$ cat config.mk
export PLATFORM = sky130hd
export DESIGN_NAME = dm9000a_ior
export DESIGN_NICKNAME = d
export VERILOG_FILES = /design/src/rtl/dm9000a_ior.sv
export SDC_FILE = /design/constraint.sdc
export NUM_CORES = 1
export LEC_CHECK = 0
export ABC_AREA = 1
export CORE_MARGIN = 2
export CORE_UTILIZATION = 31
export DETAILED_ROUTE_END_ITERATION = 7
export SYNTH_ARGS = -nofsm -noshare
export SYNTH_HDL_FRONTEND = slang
export SYNTH_SLANG_ARGS = --single-unit
$ cat constraint.sdc
create_clock -name iDm9000aClk -period 1.5 [get_ports iDm9000aClk]
set_input_delay 0.3 -clock iDm9000aClk [delete_from_list [all_inputs] [get_ports iDm9000aClk]]
set_output_delay 0.3 -clock iDm9000aClk [all_outputs]
set_load 0.01 [all_outputs]
$ cat src/rtl/dm9000a_ior.sv
// DM9000A register read sequencer: index write, settle delay, data read.
// Drives the IOWR, usDelay and IORD helper blocks and guards each wait with a watchdog.
module dm9000a_ior #(
  parameter logic [10:0] STD_DELAY      = 11'd20,
  parameter logic [15:0] TIMEOUT_CYCLES = 16'hFFFF,
  parameter logic        IO_ADDR        = 1'b0,
  parameter logic        IO_DATA        = 1'b1
) (
  input  logic        iDm9000aClk,
  input  logic        iRst_n,
  input  logic        iRunStart,
  input  logic [15:0] iReg,
  output logic [15:0] oData,
  output logic        oRunEnd,
  output logic        oError,
  output logic        out_to_Dm9000a_IOWR_RunStart,
  output logic        out_to_Dm9000a_IOWR_IndexOrData,
  output logic [15:0] out_to_Dm9000a_IOWR_OutData,
  input  logic        in_from_Dm9000a_IOWR_RunEnd,
  output logic        out_to_Dm9000a_IORD_RunStart,
  output logic        out_to_Dm9000a_IORD_IndexOrData,
  input  logic        in_from_Dm9000a_IORD_RunEnd,
  input  logic [15:0] in_from_Dm9000a_IORD_InData,
  output logic        out_to_Dm9000a_usDelay_RunStart,
  output logic [10:0] out_to_Dm9000a_usDelay_DelayTime,
  input  logic        in_from_Dm9000a_usDelay_RunEnd
);

  typedef enum logic [4:0] {
    IDLE = 5'b00001,
    IDX  = 5'b00010,
    DLY  = 5'b00100,
    RD   = 5'b01000,
    DONE = 5'b10000
  } state_t;

  state_t      state;
  logic [15:0] regAddr;
  logic [15:0] wdog;
  logic        awaitedEnd;
  logic        timeout;

  // Only the RunEnd belonging to the block currently being driven is honoured.
  always_comb begin
    awaitedEnd = 1'b0;
    case (state)
      IDX:     awaitedEnd = in_from_Dm9000a_IOWR_RunEnd;
      DLY:     awaitedEnd = in_from_Dm9000a_usDelay_RunEnd;
      RD:      awaitedEnd = in_from_Dm9000a_IORD_RunEnd;
      default: awaitedEnd = 1'b0;
    endcase
  end

  // Fires on the TIMEOUT_CYCLES-th clock spent in a waiting state.
  assign timeout = ((wdog + 16'd1) == TIMEOUT_CYCLES);

  always_ff @(posedge iDm9000aClk) begin
    if (!iRst_n) begin
      state   <= IDLE;
      regAddr <= '0;
      wdog    <= '0;
      oData   <= '0;
      oError  <= 1'b0;
    end else begin
      case (state)
        IDLE: begin
          wdog <= '0;
          if (iRunStart) begin
            regAddr <= iReg;
            oError  <= 1'b0;
            state   <= IDX;
          end
        end
        IDX, DLY, RD: begin
          if (!iRunStart) begin
            wdog  <= '0;
            state <= IDLE;
          end else if (awaitedEnd) begin
            wdog <= '0;
            case (state)
              IDX:     state <= DLY;
              DLY:     state <= RD;
              default: begin
                oData <= in_from_Dm9000a_IORD_InData;
                state <= DONE;
              end
            endcase
          end else if (timeout) begin
            wdog   <= '0;
            oError <= 1'b1;
            state  <= DONE;
          end else begin
            wdog <= wdog + 16'd1;
          end
        end
        DONE: begin
          wdog <= '0;
          if (!iRunStart) state <= IDLE;
        end
        default: begin
          wdog  <= '0;
          state <= IDLE;
        end
      endcase
    end
  end

  assign oRunEnd                          = (state == DONE);
  assign out_to_Dm9000a_IOWR_RunStart     = (state == IDX);
  assign out_to_Dm9000a_IOWR_IndexOrData  = (state == IDX) ? IO_ADDR : 1'b0;
  assign out_to_Dm9000a_IOWR_OutData      = (state == IDX) ? regAddr : '0;
  assign out_to_Dm9000a_usDelay_RunStart  = (state == DLY);
  assign out_to_Dm9000a_usDelay_DelayTime = (state == DLY) ? STD_DELAY : '0;
  assign out_to_Dm9000a_IORD_RunStart     = (state == RD);
  assign out_to_Dm9000a_IORD_IndexOrData  = (state == RD) ? IO_DATA : 1'b0;

endmodule
==> results.sh, run 1 <==
export IMPL_dpl_hpwl_mm=5.01
export IMPL_grt_max_degree=33
export IMPL_async_flop_share_pct=0
export IMPL_syn2layout_area_growth_pct=75.9
export IMPL_place_gp_congestion=0.795
export IMPL_die_area_sq_mm=0.00931
export IMPL_n_fill_cell=756
export IMPL_regToRegStartpoint="state[2]"
export IMPL_fp_row_count=33
export IMPL_grtUsageMet3_pct=5.20
export IMPL_grt_use_met1_pct=19.6
export IMPL_clock_sinks=54
export IMPL_holdWs_ns=0.475
export IMPL_status="finished, violations left"
export IMPL_setup_violations=77
export IMPL_clock_fmax_mhz=539
export IMPL_seq_area_frac_synth_pct=40.8
export IMPL_clock_latency_ns=0.31
export IMPL_critPathCaptureType="output port"
export IMPL_switching_share_pct=36.1
export IMPL_cp_depth=8
export IMPL_worstPathArrival_ns=1.55
export IMPL_diodes=0
export IMPL_antenna_found_initial=0
export IMPL_failed_checks="negative setup slack"
export IMPL_dr_pass1_iters=4
export IMPL_worst_path_largest_cell_delay_ns=0.35
export IMPL_core_area_sq_mm=0.00826
export IMPL_mostFrequentLayoutCell="nor2_1"
export IMPL_crit_slowest_cell="dfxtp_2"
export IMPL_powerDensity_mw_per_mm2=1010
export IMPL_ant_nets=0
export IMPL_fin_crit_ns=1.85
export IMPL_reg2reg_depth=14
export IMPL_first_iter_violations=95
export IMPL_grt_busiest_layer="met2"
export IMPL_drive_gt1_share_pct=41.2
export IMPL_finalHoldViolCount=0
export IMPL_fin_tns_setup_ns=-15.54
export IMPL_ioPinCount=88
export IMPL_avgRoutedWirePerCell_um=11.9
export IMPL_grt_pass1_vias=2830
export IMPL_p_leak_nw=1.92
export IMPL_critPathKind="reg2out"
export IMPL_routed_wl_mm=7.40
export IMPL_routed_via_count=2832
export IMPL_synth_main_ff_cell="dfxtp_1"
export IMPL_grt_overflow=0
export IMPL_cts_tree="done"
export IMPL_holdPathEnd="regAddr[15]"
export IMPL_route_detailed_drc=0
export IMPL_reg2reg_slack_ns=-0.31
export IMPL_cp_top_family="buffers and inverters"
export IMPL_die_w_um=96.5
export IMPL_setup_ws_ns=-0.354
export IMPL_hold_path_depth=2
export IMPL_drv_cap=0
export IMPL_clkSlewWorstSetupHoldPaths_ns=0.11
export IMPL_crit_required_ns=1.20
export IMPL_switchingPower_mw=1.69
export IMPL_fin_util_pct=56.5
export IMPL_clockRootBuffer="clkbuf_8"
export IMPL_die_y_um=96.5
export IMPL_grtUsageMet2_pct=28.7
export IMPL_hold_class="reg2reg"
export IMPL_ys_ff_latch=54
export IMPL_post_dp_cell_area_sq_mm=0.00402
export IMPL_synthesis_area_sq_mm=0.00265
export IMPL_worstPathMaxFanout=8
export IMPL_critPathLaunch="state[2]"
export IMPL_cts_htree_levels=2
export IMPL_clock_skew_ns=0.00580
export IMPL_clockBufferDepth=2
export IMPL_fin_nets=558
export IMPL_yosys_warnings=0
export IMPL_comb_power_share_pct=43.0
export IMPL_slew_viol_final=0
export IMPL_vias_per_cell=4.54
export IMPL_regToRegEndpoint="state[3]"
export IMPL_finalCritPeriodShare_pct=124
export IMPL_io_buffers=77
export IMPL_clkPwrFrac_pct=18.9
export IMPL_p_seq_share_pct=38.1
export IMPL_cp_num_buf_inv=5
export IMPL_layout_common_cells="52 x nor2_1, 51 x nand2_1, 50 x buf_4"
export IMPL_path_cells="inv_2 > nand2_4 > nor4_4 > inv_2 > buf_12 > buf_12 > nor2_4 > buf_6"
export IMPL_hold_start="regAddr[15]"
export IMPL_irDropWorstVdd_mv=0.564
export IMPL_stdcell_area_sq_mm=0.00466
export IMPL_synth_edf_count=0
export IMPL_synthDistinctLibCells=27
export IMPL_intPower_mw=3.00
export IMPL_start_util_pct=32.1
export IMPL_rsz0062_at_grt="true"
export IMPL_cts_hold_buffers_added=0
export IMPL_start_kind="flop"
export IMPL_grt_pass1_wl_mm=12.1
export IMPL_grtUsageTotal_pct=16.4
export IMPL_cts_inserted_buffers=5
export IMPL_synth_cells=373
export IMPL_syn_area_per_cell_sq_um=7.11
[state kept, by name, indices dropped and copies added (netlist names)]
signal,flops
oData,16
oError,1
regAddr,16
state,5
wdog,16
[power groups by stage]
stage / logic [mW] / registers (mW) / clock network (mW)
floorplan: 0.922 / 1.82 / 0
global placement: 1.57 / 1.80 / 0
CTS: 1.76 / 1.78 / 0.921
global route: 2.22 / 1.81 / 0.972
finish: 2.02 / 1.79 / 0.889
detailed placement: 1.59 / 1.81 / 0
[area by class of cell]
cell class | count | area, sq um | share of cell area, %
Sequential cell | 54 | 1100 | 23.6
Clock buffer | 5 | 68.8 | 1.48
Tap cell | 105 | 131 | 2.82
Multi-Input combinational cell | 263 | 1660 | 35.5
Inverter | 42 | 170 | 3.65
Clock inverter | 3 | 28.8 | 0.617
Timing Repair Buffer | 152 | 1510 | 32.3
[synth_stat cells, types with 2 or more instances]
library cell  count  share of area [%]
nor2_1           75                 11
nand2_1          58                8.2
dfxtp_1          54                 41
inv_1            39                5.5
o21ai_0          32                6.0
a21oi_1          26                4.9
buf_4            14                4.0
nand3_1          14                2.6
nor2_2           10                2.4
nand2_2           9                2.1
clkbuf_1          8                1.1
nand4_1           7                1.7
nor2_4            4                1.7
inv_2             3               0.42
nand3_2           3                1.1
o21bai_1          3               0.85
buf_6             2               0.85
ha_1              2               0.94
nor4_4            2                1.6
[through the flow]
stage / power [mW] / cells / setup slack, ns
floorplan: 2.74 / 382 / -0.132
global placement: 3.37 / 593 / -0.339
detailed placement: 3.40 / 593 / -0.370
CTS: 4.46 / 614 / -0.334
global route: 5.01 / 624 / -0.479
finish: 4.69 / 624 / -0.354
[worst min-delay path, delay by kind of cell (launching register included)]
family / cells / cell delay (ns)
buffers and inverters: 1 / 0.07
AOI/OAI and AO/OA: 1 / 0.06
DFF: 1 / 0.31
[kinds of logic after synthesis]
kind of cell | Yosys count | synth area share [%]
AND/OR/NAND/NOR | 187 | 33.8
other | 1 | 0.141
flip-flops | 54 | 40.8
adder cells (fa/ha/maj) | 2 | 0.944
buffers and inverters | 66 | 11.9
XOR/XNOR | 1 | 0.330
AO/OA/AOI/OAI | 62 | 12.1
[how the worst max path moves through the flow]
stage                                           end  slack (ns)
floorplan                                  oData[0]       -0.13
global placement     out_to_Dm9000a_IOWR_OutData[2]       -0.34
detailed placement   out_to_Dm9000a_IOWR_OutData[2]       -0.37
CTS                                        wdog[12]       -0.33
global route                               state[3]       -0.48
finish              out_to_Dm9000a_IOWR_OutData[10]       -0.35
[per-layer routing]
layer	vias up	share of wire, %
li1	1449	-
met1	1306	43
met2	70	51
met3	7	5.6
met4	0	1.1
met5	-	0
[repair_timing]
| item | 4_1_cts | 5_1_grt |
|---|---|---|
| resized for setup | 183 | 45 |
| pin swaps | 10 | 7 |
| cloned | 2 | 1 |
| endpoints found under the setup margin | 93 | 78 |
| setup buffers | 12 | 10 |
No activity file was read; power rests on OpenSTA's default activity.
==> run 2, diff against run 1 <==
--- a/config.mk
+++ b/config.mk
@@ -12,3 +12,4 @@
 export SYNTH_ARGS = -nofsm -noshare
 export SYNTH_HDL_FRONTEND = slang
 export SYNTH_SLANG_ARGS = --single-unit
+export TNS_END_PERCENT = 20
==> constraint.sdc (replaced) <==
create_clock -name iDm9000aClk -period 2.1 [get_ports iDm9000aClk]
set_input_delay 0.42 -clock iDm9000aClk [delete_from_list [all_inputs] [get_ports iDm9000aClk]]
set_output_delay 0.42 -clock iDm9000aClk [all_outputs]
set_load 0.01 [all_outputs]
==> results.sh, run 2 (synthesized netlist as in run 1, its figures left out) <==
export IMPL_status="complete, no violations"
export IMPL_top_layer="met4"
export IMPL_p_leak_nw=1.53
export IMPL_drv_cap=0
export IMPL_relSlewSlack_pct=63.5
export IMPL_clock_fmax_mhz=504
export IMPL_clockRootBuffer="clkbuf_8"
export IMPL_fin_crit_ns=1.99
export IMPL_crit_slowest_cell="dfxtp_1"
export IMPL_finalHoldViolCount=0
export IMPL_critPathCaptureType="flop"
export IMPL_route_detailed_drc=0
export IMPL_hold_class="reg2reg"
export IMPL_fin_util_pct=45.7
export IMPL_clock_sinks=54
export IMPL_instances_no_fill=569
export IMPL_start_kind="flop"
export IMPL_multi_input_area_sq_mm=0.00135
export IMPL_fin_nets=503
export IMPL_first_iter_violations=88
export IMPL_core_area_sq_mm=0.00826
export IMPL_worstPathArrival_ns=2.23
export IMPL_die_area_sq_mm=0.00931
export IMPL_regToRegStartpoint="state[4]"
export IMPL_critPathLaunch="state[4]"
export IMPL_grtUsageTotal_pct=13.9
export IMPL_stdcell_area_sq_mm=0.00377
export IMPL_dpl_hpwl_mm=4.44
export IMPL_finalCritPeriodShare_pct=94.6
export IMPL_irDropWorstVdd_mv=0.374
export IMPL_post_dp_cell_area_sq_mm=0.00350
export IMPL_path_cells="nor4_4 > bufinv_8 > buf_6 > buf_4 > nand2_2 > nand2_4 > nor2_4 > nand3_4 > buf_12 > a21oi_1"
export IMPL_start_util_pct=32.1
export IMPL_clock_skew_ns=0.00675
export IMPL_ff_latch_area_sq_mm=0.00109
export IMPL_grt_pass1_vias=2265
export IMPL_top_regs="oData: 16 flops, regAddr: 16 flops, wdog: 16 flops"
export IMPL_powerDensity_mw_per_mm2=788
export IMPL_cts_inserted_buffers=5
export IMPL_mostFrequentLayoutCell="nor2_1"
export IMPL_syn2layout_area_growth_pct=42.3
export IMPL_avgRoutedWirePerCell_um=10.9
export IMPL_antenna_found_initial=0
export IMPL_dr_pass1_iters=4
export IMPL_drive_gt1_share_pct=20.9
export IMPL_cts_htree_levels=2
export IMPL_clkSlewWorstSetupHoldPaths_ns=0.10
export IMPL_fp_row_count=33
export IMPL_worstMarginPinSlew_ns=0.542
export IMPL_slew_viol_final=0
export IMPL_io_buffers=77
export IMPL_n_fill_cell=845
export IMPL_crit_required_ns=2.34
export IMPL_setup_violations=0
export IMPL_grt_max_degree=35
export IMPL_pre_cts_slack_ns=0.0405
export IMPL_hold_start="regAddr[11]"
export IMPL_ant_nets=0
export IMPL_routed_via_count=2491
export IMPL_grt_overflow=0
export IMPL_clock_latency_ns=0.31
export IMPL_cts_tree="done"
export IMPL_diodes=0
export IMPL_cp_top_family="simple AND/OR/NAND/NOR gates"
export IMPL_grt_pass1_wl_mm=10.2
export IMPL_drt_met1_wl_mm=2.93
export IMPL_cp_num_buf_inv=4
export IMPL_place_gp_congestion=0.773
export IMPL_worstPathMaxFanout=8
export IMPL_vias_per_cell=4.38
export IMPL_worst_path_largest_cell_delay_ns=0.35
export IMPL_clockBufferDepth=2
export IMPL_dp_cells=550
export IMPL_wl_met2_mm=2.77
export IMPL_routed_wl_mm=6.22
export IMPL_die_y_um=96.5
export IMPL_critPathKind="reg2reg"
export IMPL_layout_common_cells="68 x nor2_1, 56 x nand2_1, 54 x clkdlybuf4s50_1"
export IMPL_setup_ws_ns=0.114
export IMPL_die_w_um=96.5
export IMPL_ioPinCount=88
export IMPL_dr_wl_met3_um=448
-- run 2: stage by stage --
step           hold WS [ns]  setup TNS (ns)  power [mW]
2_1_floorplan         0.430               0        1.87
3_3_place_gp          0.441               0        2.16
3_5_place_dp          0.447               0        2.18
4_1_cts               0.464         -0.0950        2.95
5_1_grt               0.485         -0.0376        3.18
6_report              0.459               0        2.97
-- run 2: worst paths after layout --
kind / endpoint / slack, ns / cells past startpoint
worst min register to register: regAddr[11] / 0.46 / 2
worst max-delay path: wdog[3] / 0.11 / 10
worst max register to register: wdog[3] / 0.11 / 10
worst min-delay path: regAddr[11] / 0.46 / 2
-- run 2: timing repair --
| item | in CTS | in global routing |
|---|---|---|
| setup endpoints to repair | 23 | 58 |
| hold buffers | 0 | 0 |
| gates cloned | 0 | 1 |
| gates resized for setup | 76 | 28 |
| pin swaps | 1 | 8 |
| setup buffers | 5 | 5 |
-- run 2: area by class of cell --
class / count / area share [%]
multi-input cells: 262 / 35.9
flip-flops and latches: 54 / 29.0
repair buffers: 98 / 23.9
inverters: 42 / 4.68
well taps: 105 / 3.48
clock buffers: 5 / 1.82
clock inverters: 3 / 1.29
-- run 2: metal layers --
layer  up-vias  GRT usage (%)
li1       1341              -
met1      1078           18.2
met2        63           22.0
met3         9           4.81
met4         0           3.40
met5         -              0
-- run 2: power breakdown --
group	internal, mW	switching [mW]	leakage, nW	total (mW)
registers	1.20	0.0663	0.443	1.27
logic	0.431	0.549	1.03	0.980
clock network	0.364	0.365	0.0563	0.728
total	1.99	0.980	1.53	2.97
-- run 2: tightest hold or removal path, delay by kind of cell, from the launching register on --
family	cells	cell delay, ns
DFF	1	0.31
AOI/OAI and AO/OA	1	0.06
buffers and inverters	1	0.06
